`src/rtl/layer_pipeline_scheduler_pkg.sv`:
```
// Shared types and helpers for the layer pipeline scheduler.
// - sched_state_t: top-level epoch FSM states.
// - DIM_W: width of one packed dimension field in the LINK_X/Y/C parameters.
// - link_dim(): pulls link k's dimension out of a packed parameter vector.
package dnn_sched_pkg;

    localparam int DIM_W     = 16;
    localparam int MAX_LINKS = 16;
    localparam int PACK_W    = MAX_LINKS * DIM_W;

    typedef enum logic [2:0] {
        S_IDLE,
        S_ISSUE,
        S_WAIT,
        S_XFER,
        S_ADVANCE,
        S_DONE
    } sched_state_t;

    // Link k occupies bits [DIM_W*k +: DIM_W] of the packed vector.
    function automatic logic [DIM_W-1:0] link_dim(input logic [PACK_W-1:0] dims, input int k);
        return dims[k*DIM_W +: DIM_W];
    endfunction

endpackage

```
`src/rtl/layer_pipeline_scheduler_if.sv`:
```
// Bus between the scheduler, the top-level controller and the per-layer
// compute/memory blocks.
// - master: the scheduler (drives busy/run_done/frames_out, stage starts and
//   link write streams; receives start/num_frames and stage done bits).
// - slave: the environment side (controller + layer blocks).
interface layer_pipeline_scheduler_if #(
    parameter int NUM_STAGES = 5,
    parameter int IDX_W      = 16,
    parameter int LIN_W      = 16,
    parameter int FRAME_W    = 16
);
    localparam int NUM_LINKS = NUM_STAGES - 1;

    logic                        start;
    logic [FRAME_W-1:0]          num_frames;
    logic                        busy;
    logic                        run_done;
    logic [FRAME_W-1:0]          frames_out;
    logic [NUM_STAGES-1:0]       stage_start;
    logic [NUM_STAGES-1:0]       stage_done;
    logic [NUM_LINKS-1:0]        link_wr_en;
    logic [NUM_LINKS*IDX_W-1:0]  link_x;
    logic [NUM_LINKS*IDX_W-1:0]  link_y;
    logic [NUM_LINKS*IDX_W-1:0]  link_c;
    logic [NUM_LINKS*LIN_W-1:0]  link_lin;

    modport master (
        input  start, num_frames, stage_done,
        output busy, run_done, frames_out, stage_start,
               link_wr_en, link_x, link_y, link_c, link_lin
    );

    modport slave (
        output start, num_frames, stage_done,
        input  busy, run_done, frames_out, stage_start,
               link_wr_en, link_x, link_y, link_c, link_lin
    );
endinterface

```
`src/rtl/layer_pipeline_scheduler_counter.sv`:
```
// tensor_index_counter: walks one tensor in x-fastest, then y, then c order.
// Ports:
// - clk, reset (sync, active-high)
// - go: one-cycle pulse, starts a walk at (0,0,0)/lin 0 on the next cycle
// - dim_x, dim_y, dim_c: tensor dimensions
// - x, y, c, lin: registered current index (all 0 while idle)
// - active: high for exactly dim_x*dim_y*dim_c cycles per walk
// - last: high during the final beat of a walk
module tensor_index_counter #(
    parameter int IDX_W = 16,
    parameter int LIN_W = 16
) (
    input  logic             clk,
    input  logic             reset,
    input  logic             go,
    input  logic [IDX_W-1:0] dim_x,
    input  logic [IDX_W-1:0] dim_y,
    input  logic [IDX_W-1:0] dim_c,
    output logic [IDX_W-1:0] x,
    output logic [IDX_W-1:0] y,
    output logic [IDX_W-1:0] c,
    output logic [LIN_W-1:0] lin,
    output logic             active,
    output logic             last
);
    logic x_end, y_end, c_end;

    assign x_end = (x == dim_x - 1'b1);
    assign y_end = (y == dim_y - 1'b1);
    assign c_end = (c == dim_c - 1'b1);
    assign last  = active && x_end && y_end && c_end;

    always_ff @(posedge clk) begin
        if (reset) begin
            active <= 1'b0;
            x      <= '0;
            y      <= '0;
            c      <= '0;
            lin    <= '0;
        end else if (go) begin
            active <= 1'b1;
            x      <= '0;
            y      <= '0;
            c      <= '0;
            lin    <= '0;
        end else if (active) begin
            if (last) begin
                // Finished: park at zero so idle links present clean indices.
                active <= 1'b0;
                x      <= '0;
                y      <= '0;
                c      <= '0;
                lin    <= '0;
            end else begin
                lin <= lin + 1'b1;
                if (!x_end) begin
                    x <= x + 1'b1;
                end else begin
                    x <= '0;
                    if (!y_end) begin
                        y <= y + 1'b1;
                    end else begin
                        y <= '0;
                        c <= c + 1'b1;
                    end
                end
            end
        end
    end
endmodule

```
`src/rtl/layer_pipeline_scheduler.sv`:
```
// layer_pipeline_scheduler: frame-pipelined epoch scheduler for NUM_STAGES
// lock-step layer stages. Each epoch starts every occupied stage, waits for
// all their done bits, then streams every occupied stage's output into the
// next stage's input memory. Occupancy shifts one stage per epoch, giving
// fill / steady state / drain for a run of num_frames frames.
// Ports:
// - clk, reset (sync, active-high)
// - bus (master modport): start/num_frames in, busy/run_done/frames_out out,
//   stage_start out / stage_done in, per-link wr_en + x/y/c/lin out.
module layer_pipeline_scheduler
    import dnn_sched_pkg::*;
#(
    parameter int NUM_STAGES = 5,
    parameter int IDX_W      = 16,
    parameter int LIN_W      = 16,
    parameter int FRAME_W    = 16,
    parameter logic [(NUM_STAGES-1)*DIM_W-1:0] LINK_X = {16'd5, 16'd11, 16'd13, 16'd26},
    parameter logic [(NUM_STAGES-1)*DIM_W-1:0] LINK_Y = {16'd5, 16'd11, 16'd13, 16'd26},
    parameter logic [(NUM_STAGES-1)*DIM_W-1:0] LINK_C = {16'd32, 16'd32, 16'd16, 16'd16}
) (
    input logic                   clk,
    input logic                   reset,
    layer_pipeline_scheduler_if.master bus
);
    localparam int NUM_LINKS = NUM_STAGES - 1;

    sched_state_t          state, state_n;
    logic [NUM_STAGES-1:0] occ, occ_n;
    logic [NUM_STAGES-1:0] pend, pend_n;
    logic [FRAME_W-1:0]    nframes, nframes_n;
    logic [FRAME_W-1:0]    issued, issued_n;
    logic [FRAME_W-1:0]    frames_out, frames_out_n;
    logic                  busy, run_done;
    logic [NUM_STAGES-1:0] stage_start;
    logic [NUM_LINKS-1:0]  go, cnt_active, cnt_last;
    logic                  all_done, xfer_end;

    always_comb begin
        state_n      = state;
        occ_n        = occ;
        pend_n       = pend;
        nframes_n    = nframes;
        issued_n     = issued;
        frames_out_n = frames_out;
        go           = '0;
        // Count this cycle's done bits too, so XFER can start right after the last one.
        all_done     = ((pend | (bus.stage_done & occ)) == occ);
        // All links start together; epoch ends once every running link is on its final beat.
        xfer_end     = &(~cnt_active | cnt_last);

        unique case (state)
            S_IDLE: begin
                if (bus.start) begin
                    nframes_n    = bus.num_frames;
                    frames_out_n = '0;
                    issued_n     = '0;
                    if (bus.num_frames == '0) begin
                        state_n = S_DONE;
                    end else begin
                        occ_n    = NUM_STAGES'(1);
                        issued_n = FRAME_W'(1);
                        state_n  = S_ISSUE;
                    end
                end
            end
            S_ISSUE: begin
                pend_n  = '0;
                state_n = S_WAIT;
            end
            S_WAIT: begin
                pend_n = pend | (bus.stage_done & occ);
                if (all_done) begin
                    if (occ[NUM_STAGES-1]) frames_out_n = frames_out + 1'b1;
                    if (occ[NUM_LINKS-1:0] == '0) begin
                        state_n = S_ADVANCE;
                    end else begin
                        state_n = S_XFER;
                        go      = occ[NUM_LINKS-1:0];
                    end
                end
            end
            S_XFER: begin
                if (xfer_end) state_n = S_ADVANCE;
            end
            S_ADVANCE: begin
                occ_n = {occ[NUM_STAGES-2:0], (issued < nframes)};
                if (issued < nframes) issued_n = issued + 1'b1;
                state_n = (occ_n == '0) ? S_DONE : S_ISSUE;
            end
            S_DONE: begin
                state_n = S_IDLE;
            end
            default: begin
                state_n = S_IDLE;
            end
        endcase
    end

    // Outputs are registered from the next-state view so they line up with the state they describe.
    always_ff @(posedge clk) begin
        if (reset) begin
            state       <= S_IDLE;
            occ         <= '0;
            pend        <= '0;
            nframes     <= '0;
            issued      <= '0;
            frames_out  <= '0;
            busy        <= 1'b0;
            run_done    <= 1'b0;
            stage_start <= '0;
        end else begin
            state       <= state_n;
            occ         <= occ_n;
            pend        <= pend_n;
            nframes     <= nframes_n;
            issued      <= issued_n;
            frames_out  <= frames_out_n;
            busy        <= (state_n != S_IDLE);
            run_done    <= (state_n == S_DONE);
            stage_start <= (state_n == S_ISSUE) ? occ_n : '0;
        end
    end

    assign bus.busy        = busy;
    assign bus.run_done    = run_done;
    assign bus.frames_out  = frames_out;
    assign bus.stage_start = stage_start;
    assign bus.link_wr_en  = cnt_active;

    for (genvar k = 0; k < NUM_LINKS; k++) begin : g_link
        localparam logic [IDX_W-1:0] DX = IDX_W'(link_dim(PACK_W'(LINK_X), k));
        localparam logic [IDX_W-1:0] DY = IDX_W'(link_dim(PACK_W'(LINK_Y), k));
        localparam logic [IDX_W-1:0] DC = IDX_W'(link_dim(PACK_W'(LINK_C), k));

        tensor_index_counter #(
            .IDX_W (IDX_W),
            .LIN_W (LIN_W)
        ) u_cnt (
            .clk    (clk),
            .reset  (reset),
            .go     (go[k]),
            .dim_x  (DX),
            .dim_y  (DY),
            .dim_c  (DC),
            .x      (bus.link_x[k*IDX_W +: IDX_W]),
            .y      (bus.link_y[k*IDX_W +: IDX_W]),
            .c      (bus.link_c[k*IDX_W +: IDX_W]),
            .lin    (bus.link_lin[k*LIN_W +: LIN_W]),
            .active (cnt_active[k]),
            .last   (cnt_last[k])
        );
    end
endmodule
```
`src/flat_wrapper.sv`:
```
// flat-port wrapper written by rule: the top's interface ports become plain ports
module layer_pipeline_scheduler_flat import dnn_sched_pkg::*;
#(
    parameter int NUM_STAGES = 5,
    parameter int IDX_W      = 16,
    parameter int LIN_W      = 16,
    parameter int FRAME_W    = 16,
    parameter logic [(NUM_STAGES-1)*DIM_W-1:0] LINK_X = {16'd5, 16'd11, 16'd13, 16'd26},
    parameter logic [(NUM_STAGES-1)*DIM_W-1:0] LINK_Y = {16'd5, 16'd11, 16'd13, 16'd26},
    parameter logic [(NUM_STAGES-1)*DIM_W-1:0] LINK_C = {16'd32, 16'd32, 16'd16, 16'd16}
)
  (clk, reset, bus_start, bus_num_frames, bus_stage_done, bus_busy, bus_run_done, bus_frames_out, bus_stage_start, bus_link_wr_en, bus_link_x, bus_link_y, bus_link_c, bus_link_lin);
  layer_pipeline_scheduler_if #(.NUM_STAGES(NUM_STAGES), .IDX_W(IDX_W), .LIN_W(LIN_W), .FRAME_W(FRAME_W)) bus_i ();
  input logic clk;
  input logic reset;
  input wire logic [$bits(bus_i.start)-1:0] bus_start;
  input wire logic [$bits(bus_i.num_frames)-1:0] bus_num_frames;
  input wire logic [$bits(bus_i.stage_done)-1:0] bus_stage_done;
  output wire logic [$bits(bus_i.busy)-1:0] bus_busy;
  output wire logic [$bits(bus_i.run_done)-1:0] bus_run_done;
  output wire logic [$bits(bus_i.frames_out)-1:0] bus_frames_out;
  output wire logic [$bits(bus_i.stage_start)-1:0] bus_stage_start;
  output wire logic [$bits(bus_i.link_wr_en)-1:0] bus_link_wr_en;
  output wire logic [$bits(bus_i.link_x)-1:0] bus_link_x;
  output wire logic [$bits(bus_i.link_y)-1:0] bus_link_y;
  output wire logic [$bits(bus_i.link_c)-1:0] bus_link_c;
  output wire logic [$bits(bus_i.link_lin)-1:0] bus_link_lin;
  assign bus_i.start = bus_start;
  assign bus_i.num_frames = bus_num_frames;
  assign bus_i.stage_done = bus_stage_done;
  assign bus_busy = bus_i.busy;
  assign bus_run_done = bus_i.run_done;
  assign bus_frames_out = bus_i.frames_out;
  assign bus_stage_start = bus_i.stage_start;
  assign bus_link_wr_en = bus_i.link_wr_en;
  assign bus_link_x = bus_i.link_x;
  assign bus_link_y = bus_i.link_y;
  assign bus_link_c = bus_i.link_c;
  assign bus_link_lin = bus_i.link_lin;
  layer_pipeline_scheduler #(.NUM_STAGES(NUM_STAGES), .IDX_W(IDX_W), .LIN_W(LIN_W), .FRAME_W(FRAME_W), .LINK_X(LINK_X), .LINK_Y(LINK_Y), .LINK_C(LINK_C)) u_core (.clk(clk), .reset(reset), .bus(bus_i));
endmodule
```
`config.mk`:
```
export PLATFORM = sky130hd
export DESIGN_NAME = layer_pipeline_scheduler_flat
export DESIGN_NICKNAME = d
export VERILOG_FILES = /design/src/rtl/layer_pipeline_scheduler_pkg.sv /design/src/rtl/layer_pipeline_scheduler_if.sv /design/src/rtl/layer_pipeline_scheduler_counter.sv /design/src/rtl/layer_pipeline_scheduler.sv /design/src/flat_wrapper.sv
export SDC_FILE = /design/constraint.sdc
export NUM_CORES = 1
export LEC_CHECK = 0
export ABC_AREA = 1
export BUFFER_PORTS_ARGS = -buffer_cell sky130_fd_sc_hd__buf_2
export CAP_MARGIN = 20
export CORE_MARGIN = 5
export CORE_UTILIZATION = 51
export DETAILED_ROUTE_END_ITERATION = 8
export GPL_TIMING_DRIVEN = 1
export HOLD_SLACK_MARGIN = 0.03
export PLACE_DENSITY = 0.76
export SYNTH_ARGS = -nofsm -noshare
export SYNTH_HDL_FRONTEND = slang
export SYNTH_SLANG_ARGS = --single-unit
```
`constraint.sdc`:
```
create_clock -name clk -period 1.75 [get_ports clk]
set_input_delay 0.525 -clock clk [delete_from_list [all_inputs] [get_ports clk]]
set_output_delay 0.525 -clock clk [all_outputs]
set_load 0.02 [all_outputs]
```
**Yosys cells after proc, flatten, opt, wreduce, memory -nomap -nowiden**

Index checks and enable logic that the tools add are counted.

- Memories: 0
- Word-level logic and storage cells: 191
- Output and inout port bits: 283
- Register bits: 328
- Latch bits: 0
- RAM bits: 0
- Input port bits: 24
- Bits in read-only memories: 0

- Order comparisons: 1
- $add $sub $neg: 18
- Divide/modulo/power cells: 0
- Muxes and demuxes: 70
- Reductions and logical operators: 45
- Shifts and indexed selects: 0
- Equal/unequal tests: 23
- Multipliers: 0
- Bitwise gates (word level): 5

Operators with widths:

| cell | count |
|---|---|
| two-way mux 16 bit | 41 |
| adder 16 x 1 -> 16 bit (second input constant) | 18 |
| equality test 16 x 4 -> 1 bit (second input constant) | 6 |
| equality test 16 x 5 -> 1 bit (second input constant) | 4 |
| case mux 16 bit (2 select lines) | 2 |
| equality test 16 x 3 -> 1 bit (second input constant) | 2 |
| nonzero test 2 bit | 11 |
| case mux 5 bit (2 select lines) | 2 |
| two-way mux 3 bit | 6 |
| zero test 16 bit | 1 |
| less-than comparator 16 bit | 1 |
| case mux 3 bit (5 select lines) | 1 |
| AND reduction 3 bit | 5 |
| two-way mux 1 bit | 13 |
| logical AND 1 bit | 12 |
| two-way mux 4 bit | 3 |
| two-way mux 5 bit | 2 |
| AND reduction 2 bit | 5 |
| OR reduction 2 bit | 5 |
| AND reduction 4 bit | 2 |
| equality test 3 x 1 -> 1 bit (second input constant) | 2 |
| equality test 3 x 2 -> 1 bit (second input constant) | 2 |
| equality test 3 bit (second input constant) | 2 |
| != test 2 x 1 -> 1 bit (second input constant) | 3 |
| other kinds (11) | 11 |

**Logic depth before layout (Yosys ltp)**

Gate-level depths: netlist (run 1).

- Depth after elaboration: 11
- Gate-level depth with buffers: 15

**Modules after synthesis**

From an unflattened synthesis (run 1), not the netlist that was laid out.

- Cell total of the unflattened synthesis: 4648
- Area total of the unflattened synthesis: 28329.7 µm²

Modules (own cells, without submodules):

| module | cells an instance | sequential area each (µm²) | area each (µm²) | times used |
|---|---|---|---|---|
| tensor_index_counter (u_core.g_link[0].u_cnt ...) | 1030 | 1301.2 | 6163.4 | 3 |
| tensor_index_counter (u_core.g_link[3].u_cnt) | 1003 | 1301.2 | 6018.3 | 1 |
| layer_pipeline_scheduler | 555 | 1361.3 | 3821.2 | 1 |

**Least setup slack after synthesis (run 1)**

OpenSTA, ideal clock, no wires.

- Kind: reg-to-reg
- Start: register u_core.g_link[1].u_cnt.c[0]
- End: register u_core.busy, in the netlist u_core.bus.busy
- Clock period less this slack: 1.971 ns
- Arrival: 1.850 ns
- Library setup time: 0.121 ns
- Data required time: 1.629 ns
- Path slack: -0.221 ns
- Stages on the path, launching flop included: 13
- Cell sequence: dfxtp_1 -> ha_1 -> nand2_1 -> nor2_1 -> nand4_1 -> nor2_1 -> a21oi_1 -> nor2_1 -> nand2_1 -> nand2_1 -> nand2_1 -> nand2_1 -> nand3_1

- Word-level cells in the longest chain between the ends: 7

RTL lines:

| element | RTL line | text |
|---|---|---|
| start, declared | layer_pipeline_scheduler_counter.sv:21 | `output logic [IDX_W-1:0] c,` |
| start signal, assigned | layer_pipeline_scheduler_counter.sv:64 | `c <= c + 1'b1;` |
| equality test 16 x 4 -> 1 bit | layer_pipeline_scheduler_counter.sv:30 | `assign c_end = (c == dim_c - 1'b1);` |
| logical AND 1 bit | layer_pipeline_scheduler_counter.sv:31 | `assign last = active && x_end && y_end && c_end;` |
| bitwise OR 4 bit | layer_pipeline_scheduler.sv:49 | `xfer_end = &(~cnt_active \| cnt_last);` |
| AND reduction 4 bit | layer_pipeline_scheduler.sv:49 |  |
| two-way mux 3 bit | layer_pipeline_scheduler.sv:83 | `if (xfer_end) state_n = S_ADVANCE;` |
| case mux 3 bit (5 select lines) | layer_pipeline_scheduler.sv:51 | `unique case (state)` |
| nonzero test 3 bit | layer_pipeline_scheduler.sv:118 | `busy <= (state_n != S_IDLE);` |
| end signal, assigned | layer_pipeline_scheduler.sv:118 |  |
| end, declared | layer_pipeline_scheduler.sv:33 | `logic busy, run_done;` |

Every way passes these cells.
A chain may end at the register's enable or synchronous reset.

**Final worst setup path (run 1)**

- Start: register u_core.pend[1]
- End: register u_core.g_link[0].u_cnt.c[1]

- Word-level cells in the longest chain between the ends: 5

RTL lines:

| element | RTL line | text |
|---|---|---|
| start, declared | layer_pipeline_scheduler.sv:29 | `logic [NUM_STAGES-1:0] pend, pend_n;` |
| start signal, assigned | layer_pipeline_scheduler.sv:114 | `pend <= pend_n;` |
| bitwise OR 5 bit | layer_pipeline_scheduler.sv:47 | `all_done = ((pend \| (bus.stage_done & occ)) == occ);` |
| equality test 5 bit | layer_pipeline_scheduler.sv:47 |  |
| two-way mux 4 bit | layer_pipeline_scheduler.sv:72 | `if (all_done) begin` |
| two-way mux 4 bit | layer_pipeline_scheduler.sv:51 |  |
| OR reduction 2 bit (no line) | n/a |  |
| end signal, assigned | layer_pipeline_scheduler_counter.sv:64 |  |
| end, declared | layer_pipeline_scheduler_counter.sv:21 |  |

Every way passes these cells.

==> impl_metrics.py, run 1 <==
metrics = {
    "cts": {
        "clk_pin_slew_ps": 60,
        "root_buffer": "clkbuf_16",
        "clkLatencyLatePin_ps": 560,
        "clock_sinks": 328,
        "clk_path_buf_depth": 3,
        "cts_max_level": 2,
        "cts_buffers": 41,
        "cts_tree": "built",
        "ctsHoldBuffers": 0,
    },
    "worst_setup_path": {
        "reg2reg_to": "u_core.g_link[0].u_cnt.c[1]",
        "path_class": "reg2reg",
        "crit_family": "simple AND/OR/NAND/NOR gates",
        "cp-start-kind": "flop",
        "r2r_setup_slack_ps": -280,
        "required_ps": 2180,
        "crit_fanout": 8,
        "crit_path_top_delay_cell": "dfxtp_1",
        "worstSetupEndpointType": "flop",
        "timing.rr.start": "u_core.pend[1]",
        "worstPathArrival_ps": 2460,
        "cp_num_buf_inv": 4,
        "crit_top_cell": "nand2_4",
        "worstPathCellList": "or2_1 > o21ai_2 > nand2_4 > nor3_4 > nand3_1 > inv_2 > buf_6 > nand2_4 > nand2_8 > clkinv_8 > o21ai_4 > buf_12 > nor2_1",
        "reg2reg_depth": 13,
        "crit_path_max_incr_delay_ps": 330,
    },
    "power": {
        "intPower_mw": 13.08,
        "p_per_area_nw_per_um2": 614.4,
        "fin_total_pwr_mw": 17.37,
        "p_sw_mw": 4.292,
        "vdd_drop_max_mv": 0.7629,
        "p_clk_share_pct": 48.0,
        "p_sw_share_pct": 24.70,
        "leakagePower_nw": 11.94,
        "power_frac_comb_pct": 8.5,
        "pwr-share-seq_pct": 43.5,
    },
    "timing": {
        "fin_crit_sh_pct": 115.8,
        "slew_viol_final": 0,
        "setup_viol": 325,
        "fin_worst_skew_ps": 19.14,
        "fin_crit_ps": 2027,
        "setup_ws_ps": -276.8,
        "relSlewSlack_pct": 58.69,
        "max_freq_ghz": 0.4934,
        "rsz0062_at_grt": "yes",
        "final-hold-violation-count": 0,
        "worstMarginPinSlew_ps": 614.0,
    },
    "die": {
        "rows": 68,
        "fp.dieW_um": 197.3,
        "coreArea_sq_um": 34630,
        "pin_count": 307,
        "start_util_pct": 51.69,
        "die_y_um": 197.3,
        "die_area_sq_um": 38940,
    },
    "routing": {
        "routed_via_density": 5.685,
        "wl_met1_um": 26620,
        "drtIter0Drc": 1781,
        "wl_met2_um": 34830,
        "antenna_left": 0,
        "wl_met3_um": 6250,
        "drt-total-wl_um": 71950,
        "maxUsedRoutingLayer": "met5",
        "dr.pass1.iters": 6,
        "via_count": 22360,
        "drc": 0,
        "wire_per_inst_um": 18.29,
    },
    "synth": {
        "syn_inst": 2624,
        "synthArstFlopShare_pct": 0,
        "synth_nets": 2689,
        "yosys_warnings": 0,
        "ys.flop_type": "dfxtp_1",
        "synth_area_sq_um": 17900,
        "synth_top_area_share_pct": 36.68,
        "synth_edf_count": 0,
        "ys_types": 55,
        "yosys.area.top_type": "dfxtp_1",
        "ys_seq_area_share_pct": 36.68,
        "synth_seq_cells": 328,
        "synth_area_leaders": "dfxtp_1, nand2_1, nor2_1, inv_1, a21oi_1",
        "syn_avg_cell_area_sq_um": 6.822,
    },
    "placement": {
        "dp_hpwl_um": 44010,
        "port_buffers": 306,
        "gp_congestion": 0.9669,
        "place_inst": 3746,
    },
    "worst_hold_path": {
        "hold_path_class": "in2reg",
        "min-delay-start": "bus_num_frames[6]",
        "min_path_cells": 3,
        "whs_endpoint": "u_core.nframes[6]",
    },
    "layout": {
        "layout.cells.most_common_list": "buf_4, nand2_1, nor2_1, buf_2, inv_1",
        "nets": 3512,
        "final_common_cell": "buf_4",
        "areaGrowthSynthToFinish_pct": 57.98,
        "drive_gt1_share_pct": 42.34,
        "stdcell_count": 3934,
    },
    "grt": {
        "overflow": 0,
        "grt_max_degree": 39,
        "grtUsageTotal_pct": 31.57,
        "antenna_found_initial": 3,
        "grt_pass1_wl_um": 102800,
        "first_global_vias": 20940,
    },
    "run_status": {
        "status": "finished, violations left",
        "violations": "setup timing",
    },
    "flow_run": {
        "cap_viol_max_count": 0,
    },
}
## flip-flops by register name (all words and copies together), names as in the netlist, 3 cells and up
signal                      count
u_core.g_link.u_cnt.c          64
u_core.g_link.u_cnt.lin        64
u_core.g_link.u_cnt.x          64
u_core.g_link.u_cnt.y          64
u_core.bus.frames_out          16
u_core.issued                  16
u_core.nframes                 16
u_core.bus.stage_start          5
u_core.occ                      5
u_core.pend                     5
u_core.g_link.u_cnt.active      4
u_core.state                    3
## worst register-to-register path, cell delays in order, from the launching register on
cell      delay [ps]
dfxtp_1          330
or2_1            250
o21ai_2           90
nand2_4           70
nor3_4           160
nand3_1          140
inv_2            140
buf_6            150
nand2_4           70
nand2_8          130
clkinv_8         100
o21ai_4           80
buf_12           150
nor2_1            50
## Yosys cell counts (all sizes together), types with 13 or more instances
| cell | n |
|---|---|
| nand2 | 503 |
| nor2 | 462 |
| dfxtp | 328 |
| inv | 295 |
| a21oi | 197 |
| nand3 | 197 |
| nor3 | 118 |
| xor2 | 106 |
| nand4 | 91 |
| o21ai | 70 |
| ha | 41 |
| buf | 40 |
| nor4 | 36 |
| xnor2 | 26 |
| clkbuf | 22 |
| or2 | 20 |
| a211oi | 13 |
## metal layers
metal,up-vias,track usage (%)
met5,-,0
li1,10300,-
met2,1275,53.50
met1,10430,39.31
met4,2,15.79
met3,356,4.537
## power groups by stage
stage / clock [mW] / combinational (mW) / sequential, mW
6_report: 8.33 / 1.48 / 7.56
5_1_grt: 8.76 / 1.58 / 7.56
4_1_cts: 8.41 / 1.26 / 7.55
3_5_place_dp: 0 / 0.888 / 7.72
3_3_place_gp: 0 / 0.865 / 7.72
2_1_floorplan: 0 / 0.500 / 7.73
## metrics by stage
stage	cell area, sq um	setup TNS, ps	util (%)	hold slack, ps	worst slack [ps]
after CTS	26290	-13770	75.91	268.0	-128.1
after global placement	23030	-65940	66.50	457.7	-334.7
final	28280	-43640	81.66	288.7	-276.8
after global routing	28280	-69820	81.66	328.2	-348.9
after detailed placement	23030	-75220	66.50	458.6	-389.0
after floorplan	18000	-21.70	-	433.1	-21.70
## layout make-up
cell class | count | area [sq um]
multi-input cells | 1941 | 12090
flip-flops and latches | 328 | 6699
repair buffers | 837 | 6407
fillers | 2257 | 6350
inverters | 296 | 1195
clock buffers | 53 | 1101
well taps | 455 | 569.3
clock inverters | 20 | 197.7
repair inverters | 2 | 15.01
diodes | 2 | 5.005
## how the worst max path moves through the flow
| stage | from | endpoint | slack (ps) | cells after the start |
|---|---|---|---|---|
| floorplan | u_core.g_link[1].u_cnt.y[1] | u_core.bus.busy | -20 | 12 |
| global placement | bus_stage_done[4] | u_core.g_link[2].u_cnt.x[2] | -330 | 12 |
| detailed placement | bus_stage_done[2] | u_core.g_link[2].u_cnt.y[3] | -390 | 12 |
| CTS | u_core.occ[2] | u_core.g_link[1].u_cnt.lin[4] | -130 | 14 |
| global route | u_core.occ[2] | u_core.g_link[0].u_cnt.lin[8] | -350 | 13 |
| finish | u_core.pend[1] | u_core.g_link[0].u_cnt.c[1] | -280 | 13 |
## kinds of logic after synthesis
logic type                 count (synthesis)  share of synthesized area [%]
xor gates and xnor gates                 132                          6.459
AOI/OAI and AO/OA                        310                          9.353
and+or+nand+nor                         1455                          36.49
buffers and inverters                    358                          8.150
DFF                                      328                          36.68
adders and majority gates                 41                          2.866
## timing repair
item,CTS,global route
buffers inserted,50,46
endpoints found under the setup margin,371,386
resized for setup,342,427
cloned,19,11
pin swaps,83,147
Power figures use the tool's default switching activity.
==> run 2, diff against run 1 <==
- BUFFER_PORTS_ARGS: -buffer_cell sky130_fd_sc_hd__buf_2 -> -buffer_cell sky130_fd_sc_hd__buf_4
==> run 2 against run 1 <==
Compared with the run above:
- the flow still finishes with violations (setup timing)
- setup slack better by 9.6 ps
- final cell count unchanged
- combinational power is 9% higher
- non-clock buffer count rose by 8
- clock-buffer cell count increased by 7
- sequential share of layout area decreased by 0.94 points
- critical path depth decreased by 1
- first-iteration DRC count grew 32%
==> impl_metrics.py, run 2 (synthesized netlist as in run 1, its figures left out) <==
metrics = {
    "run_status": {
        "status": "finished, violations left",
        "violations": "setup timing",
    },
    "timing": {
        "worstMarginPinSlew_ps": 775.1,
        "slew_viol_final": 0,
        "max_freq_ghz": 0.4957,
        "rsz0062_at_grt": "yes",
        "fin_crit_sh_pct": 115.3,
        "fin_crit_ps": 2017,
        "setup_ws_ps": -267.2,
        "relSlewSlack_pct": 48.27,
        "finalSetupTns_ps": -32060,
        "final-hold-violation-count": 0,
        "fin_worst_skew_ps": 12.94,
        "setup_viol": 302,
    },
    "power": {
        "intPower_mw": 13.23,
        "p_sw_share_pct": 24.18,
        "vdd_drop_max_mv": 0.8063,
        "p_per_area_nw_per_um2": 592.5,
        "power_frac_comb_pct": 9.3,
        "p_sw_mw": 4.220,
        "leakagePower_nw": 12.05,
        "pwr-share-seq_pct": 43.4,
        "p_clk_share_pct": 47.4,
    },
    "layout": {
        "final_util_pct": 85.07,
        "drive_gt1_share_pct": 44.41,
        "fillers": 1905,
        "layout.cells.most_common_list": "buf_4, nand2_1, nor2_1, inv_1, dfxtp_1",
        "final_common_cell": "buf_4",
        "areaGrowthSynthToFinish_pct": 64.58,
        "nets": 3517,
        "antenna_cells": 0,
    },
    "worst_setup_path": {
        "r2r_setup_slack_ps": -270,
        "crit_family": "simple AND/OR/NAND/NOR gates",
        "crit_top_cell": "inv_2",
        "worstSetupEndpointType": "flop",
        "cp_num_buf_inv": 4,
        "worstPathArrival_ps": 2460,
        "crit_fanout": 4,
        "crit_path_max_incr_delay_ps": 330,
        "path_class": "reg2reg",
        "worstPathCellList": "inv_2 > ha_4 > buf_6 > nand3_2 > nor2_2 > nand2_2 > nor2_4 > inv_2 > nor3_4 > buf_4 > a21oi_1 > nor3_1",
        "required_ps": 2190,
        "crit_path_top_delay_cell": "dfxtp_2",
        "cp-start-kind": "flop",
    },
    "cts": {
        "clkLatencyLatePin_ps": 540,
        "cts_max_level": 2,
        "cts_tree": "built",
        "clk_pin_slew_ps": 60,
        "clock_sinks": 328,
        "clk_path_buf_depth": 3,
        "ctsHoldBuffers": 0,
        "cts_buffers": 38,
        "root_buffer": "clkbuf_16",
    },
    "routing": {
        "dr.pass1.iters": 7,
        "drtIter0Drc": 2353,
        "via_count": 22900,
        "drc": 0,
        "wire_per_inst_um": 19.12,
        "drt-total-wl_um": 75220,
        "routed_via_density": 5.822,
        "antenna_left": 0,
    },
    "grt": {
        "grt_max_degree": 39,
        "overflow": 0,
        "grtUsageTotal_pct": 29.92,
        "first_global_vias": 20300,
        "grt_pass1_wl_um": 98660,
        "antenna_found_initial": 1,
    },
    "die": {
        "pin_count": 307,
        "die_area_sq_um": 38940,
        "coreArea_sq_um": 34630,
        "die_y_um": 197.3,
        "fp.dieW_um": 197.3,
        "start_util_pct": 51.69,
        "rows": 68,
    },
    "flow_run": {
        "cap_viol_max_count": 0,
    },
    "placement": {
        "gp_congestion": 0.9576,
        "port_buffers": 306,
        "dp_hpwl_um": 44490,
    },
    "worst_hold_path": {
        "hold_path_class": "in2reg",
    },
}
run 2: changes by cell type in the layout (fill, tap and decap cells not counted), moves of 8 or more:
cell | previous run | this run
nor2_4 | 50 | 65
a21oi_1 | 117 | 84
buf_2 | 266 | 1
buf_12 | 22 | 14
clkbuf_16 | 50 | 60
a21oi_2 | 72 | 106
buf_4 | 472 | 741
nor2_1 | 332 | 316
run 2: repair_timing:
action | 4_1_cts | 5_1_grt
cloned | 10 | 26
resized for setup | 206 | 610
setup endpoints to repair | 271 | 335
setup buffers | 41 | 48
hold endpoints to repair | 0 | 0
pin swaps | 63 | 186
run 2: tightest hold or removal path, cell delays in order:
cell and delay [ps]:
buf_4 80, o21ai_0 70, a21oi_1 100
run 2: final cells by class:
type                    count  area, sq um  share of cell area [%]
repair buffers            845         7219                   24.51
repair inverters            2        15.01                 0.05097
clock inverters             7        91.34                  0.3100
well taps                 455        569.3                   1.932
flip-flops and latches    328         6701                   22.75
inverters                 296         1176                   3.992
multi-input cells        1941        12490                   42.40
clock buffers              60         1197                   4.065
run 2: metal layers:
layer	up-vias	share of wire (%)	track usage, %	routed length (um)
li1	10290	-	-	-
met1	10770	36	37.34	27270
met3	397	9.6	4.656	7189
met4	0	6.1	12.51	4561
met2	1449	48	51.54	36200
met5	-	0	0	0
run 2: path summary, 6_finish.rpt:
path / startpoint / end / cells past startpoint
hold reg to reg: u_core.pend[2] / u_core.pend[2] / 2
setup / recovery: u_core.g_link[0].u_cnt.x[1] / u_core.g_link[0].u_cnt.y[10] / 12
setup reg to reg: u_core.g_link[0].u_cnt.x[1] / u_core.g_link[0].u_cnt.y[10] / 12
hold / removal: bus_num_frames[2] / u_core.nframes[2] / 3
run 2: power by group through the flow:
stage          registers, mW  logic [mW]  clock network (mW)
2_1_floorplan           7.73       0.500                   0
3_5_place_dp            7.72       0.892                   0
4_1_cts                 7.56        1.10                8.29
5_1_grt                 7.57        1.71                8.64
3_3_place_gp            7.72       0.865                   0
6_report                7.57        1.62                8.27
run 2: through the flow:
step	total power, mW	hold WS, ps	instance area, sq um	setup WS, ps	instances
3_3_place_gp	8.584	456.4	23790	-339.3	3750
3_5_place_dp	8.614	457.5	23790	-406.4	3750
2_1_floorplan	8.230	433.1	18000	-21.70	2624
6_report	17.45	286.4	29460	-267.2	3934
4_1_cts	16.94	281.7	26290	-98.48	3867
5_1_grt	17.91	302.0	29460	-367.8	3934
==> run 3, diff against run 2 <==
- MAX_ROUTING_LAYER: default -> met4
- PLACE_DENSITY: 0.76 -> 0.72
- clock period: 1.75 -> 2.33 ns (I/O delays scaled with it)
==> run 3 against run 2 <==
Compared with the run above:
- the flow now finishes without violations
- die area stayed put
- non-clock buffer count shrank 465
- power is 30% lower
- global-route usage decreased by 2.7 points
- flip-flop and latch count is the same
==> impl_metrics.py, run 3 (synthesized netlist as in run 1, its figures left out) <==
metrics = {
    "power": {
        "intPower_mw": 9.354,
        "pwr-share-seq_pct": 46.8,
        "power_frac_comb_pct": 4.6,
        "p_sw_mw": 2.792,
        "p_per_area_nw_per_um2": 545.8,
        "p_clk_share_pct": 48.6,
        "fin_total_pwr_mw": 12.15,
        "p_sw_share_pct": 22.98,
        "leakagePower_nw": 8.915,
        "vdd_drop_max_mv": 0.6693,
    },
    "routing": {
        "antenna_left": 0,
        "routed_via_density": 5.379,
        "drt-total-wl_um": 53880,
        "drc": 0,
        "wire_per_inst_um": 15.54,
        "via_count": 18650,
        "dr.pass1.iters": 5,
        "drtIter0Drc": 1205,
    },
    "worst_setup_path": {
        "r2r_setup_slack_ps": 180,
        "crit_fanout": 9,
        "required_ps": 1630,
        "worstPathArrival_ps": 1540,
        "cp-start-kind": "flop",
        "timing.rr.start": "u_core.g_link[0].u_cnt.y[1]",
        "reg2reg_depth": 12,
        "reg2reg_to": "u_core.bus.stage_start[4]",
        "worstSetupEndpointType": "output port",
        "path_class": "reg2out",
    },
    "layout": {
        "nets": 3048,
        "areaGrowthSynthToFinish_pct": 24.33,
        "final_util_pct": 64.27,
        "layout.cells.most_common_list": "nand2_1, nor2_1, buf_4, dfxtp_1, inv_1",
        "drive_gt1_share_pct": 16.68,
        "final_common_cell": "nand2_1",
        "stdcell_count": 3468,
    },
    "worst_hold_path": {
        "min-delay-start": "bus_num_frames[0]",
        "whs_endpoint": "u_core.nframes[0]",
        "min_path_cells": 3,
        "hold_path_class": "in2reg",
    },
    "grt": {
        "grt_max_degree": 40,
        "grt_pass1_wl_um": 87110,
        "antenna_found_initial": 3,
        "overflow": 0,
        "grtUsageTotal_pct": 27.19,
        "first_global_vias": 17220,
    },
    "cts": {
        "cts_tree": "built",
        "clk_path_buf_depth": 3,
        "clkLatencyLatePin_ps": 540,
        "clock_sinks": 328,
        "clk_pin_slew_ps": 60,
        "cts_max_level": 2,
        "cts_buffers": 38,
        "root_buffer": "clkbuf_16",
    },
    "placement": {
        "place_inst": 3395,
        "dp_hpwl_um": 41160,
        "port_buffers": 306,
        "gp_congestion": 0.9730,
    },
    "timing": {
        "fin_crit_ps": 2237,
        "max_freq_ghz": 0.4470,
        "rsz0062_at_grt": "no",
        "worstMarginPinSlew_ps": 658.2,
        "fin_worst_skew_ps": 19.66,
        "final-hold-violation-count": 0,
        "slew_viol_final": 0,
        "setup_viol": 0,
        "fin_crit_sh_pct": 96.01,
        "relSlewSlack_pct": 55.71,
    },
    "die": {
        "die_y_um": 197.3,
        "fp.dieW_um": 197.3,
        "rows": 68,
        "start_util_pct": 51.69,
        "coreArea_sq_um": 34630,
        "die_area_sq_um": 38940,
        "pin_count": 307,
    },
    "run_status": {
        "status": "completed",
    },
    "flow_run": {
        "cap_viol_max_count": 0,
    },
}
run 3: cell types whose count changed in the layout (fill, tap and decap cells not counted), sizes merged:
cell / delta
inv: +3
buf: -446
or2: -1
bufinv: +1
diode: +3
clkbuf: -23
clkinv: +3
nand2: -2
clkinvlp: -4
run 3: layer usage:
layer,vias up,part of all wire (%),track usage (%)
met5,-,0,-
met3,121,6.2,3.735
met4,0,3.9,10.45
met1,8592,45,35.84
li1,9333,-,-
met2,608,45,42.60
run 3: what timing repair did:
action	4_1_cts	5_1_grt
setup buffers	0	2
gates resized for setup	0	5
hold buffers	0	0
setup endpoints to repair	0	7
run 3: power by group through the flow:
stage          Clock (mW)  Combinational (mW)  Sequential, mW
2_1_floorplan           0               0.374            5.81
3_3_place_gp            0               0.541            5.81
3_5_place_dp            0               0.553            5.81
4_1_cts              6.02               0.555            5.68
5_1_grt              6.27               0.620            5.69
6_report             5.91               0.555            5.69
run 3: layout make-up:
| cell class | count | area (sq um) |
|---|---|---|
| diodes | 3 | 7.507 |
| well taps | 455 | 569.3 |
| inverters | 296 | 1115 |
| fillers | 3223 | 12370 |
| repair buffers | 380 | 2890 |
| clock buffers | 56 | 1069 |
| clock inverters | 11 | 148.9 |
| multi-input cells | 1938 | 9881 |
| repair inverters | 1 | 7.507 |
| flip-flops and latches | 328 | 6566 |
run 3: critical path, stage by stage, from the launching register on:
cell     delay (ps)
dfxtp_1         620
buf_4           220
buf_4           150
run 3: how the worst max path moves through the flow:
stage | from | endpoint | cells past startpoint
finish | u_core.g_link[3].u_cnt.active | bus_link_wr_en[3] | 2
floorplan | u_core.g_link[1].u_cnt.c[0] | u_core.bus.busy | 12
global placement | bus_stage_done[4] | u_core.g_link[1].u_cnt.lin[11] | 12
CTS | u_core.g_link[3].u_cnt.active | bus_link_wr_en[3] | 2
detailed placement | bus_stage_done[3] | u_core.g_link[1].u_cnt.lin[14] | 12
global route | u_core.g_link[2].u_cnt.x[0] | u_core.g_link[2].u_cnt.y[8] | 12
run 3: through the flow:
stage | TNS, ps | cell area [sq um] | hold WS (ps) | worst slack [ps]
5_1_grt | 0 | 22250 | 445.6 | 0.8658
6_report | 0 | 22250 | 454.8 | 93.05
4_1_cts | 0 | 22200 | 430.7 | 71.60
2_1_floorplan | 0 | 17900 | 433.1 | 359.4
3_3_place_gp | 0 | 20980 | 449.9 | 50.24
3_5_place_dp | -47.07 | 20980 | 456.0 | -16.76
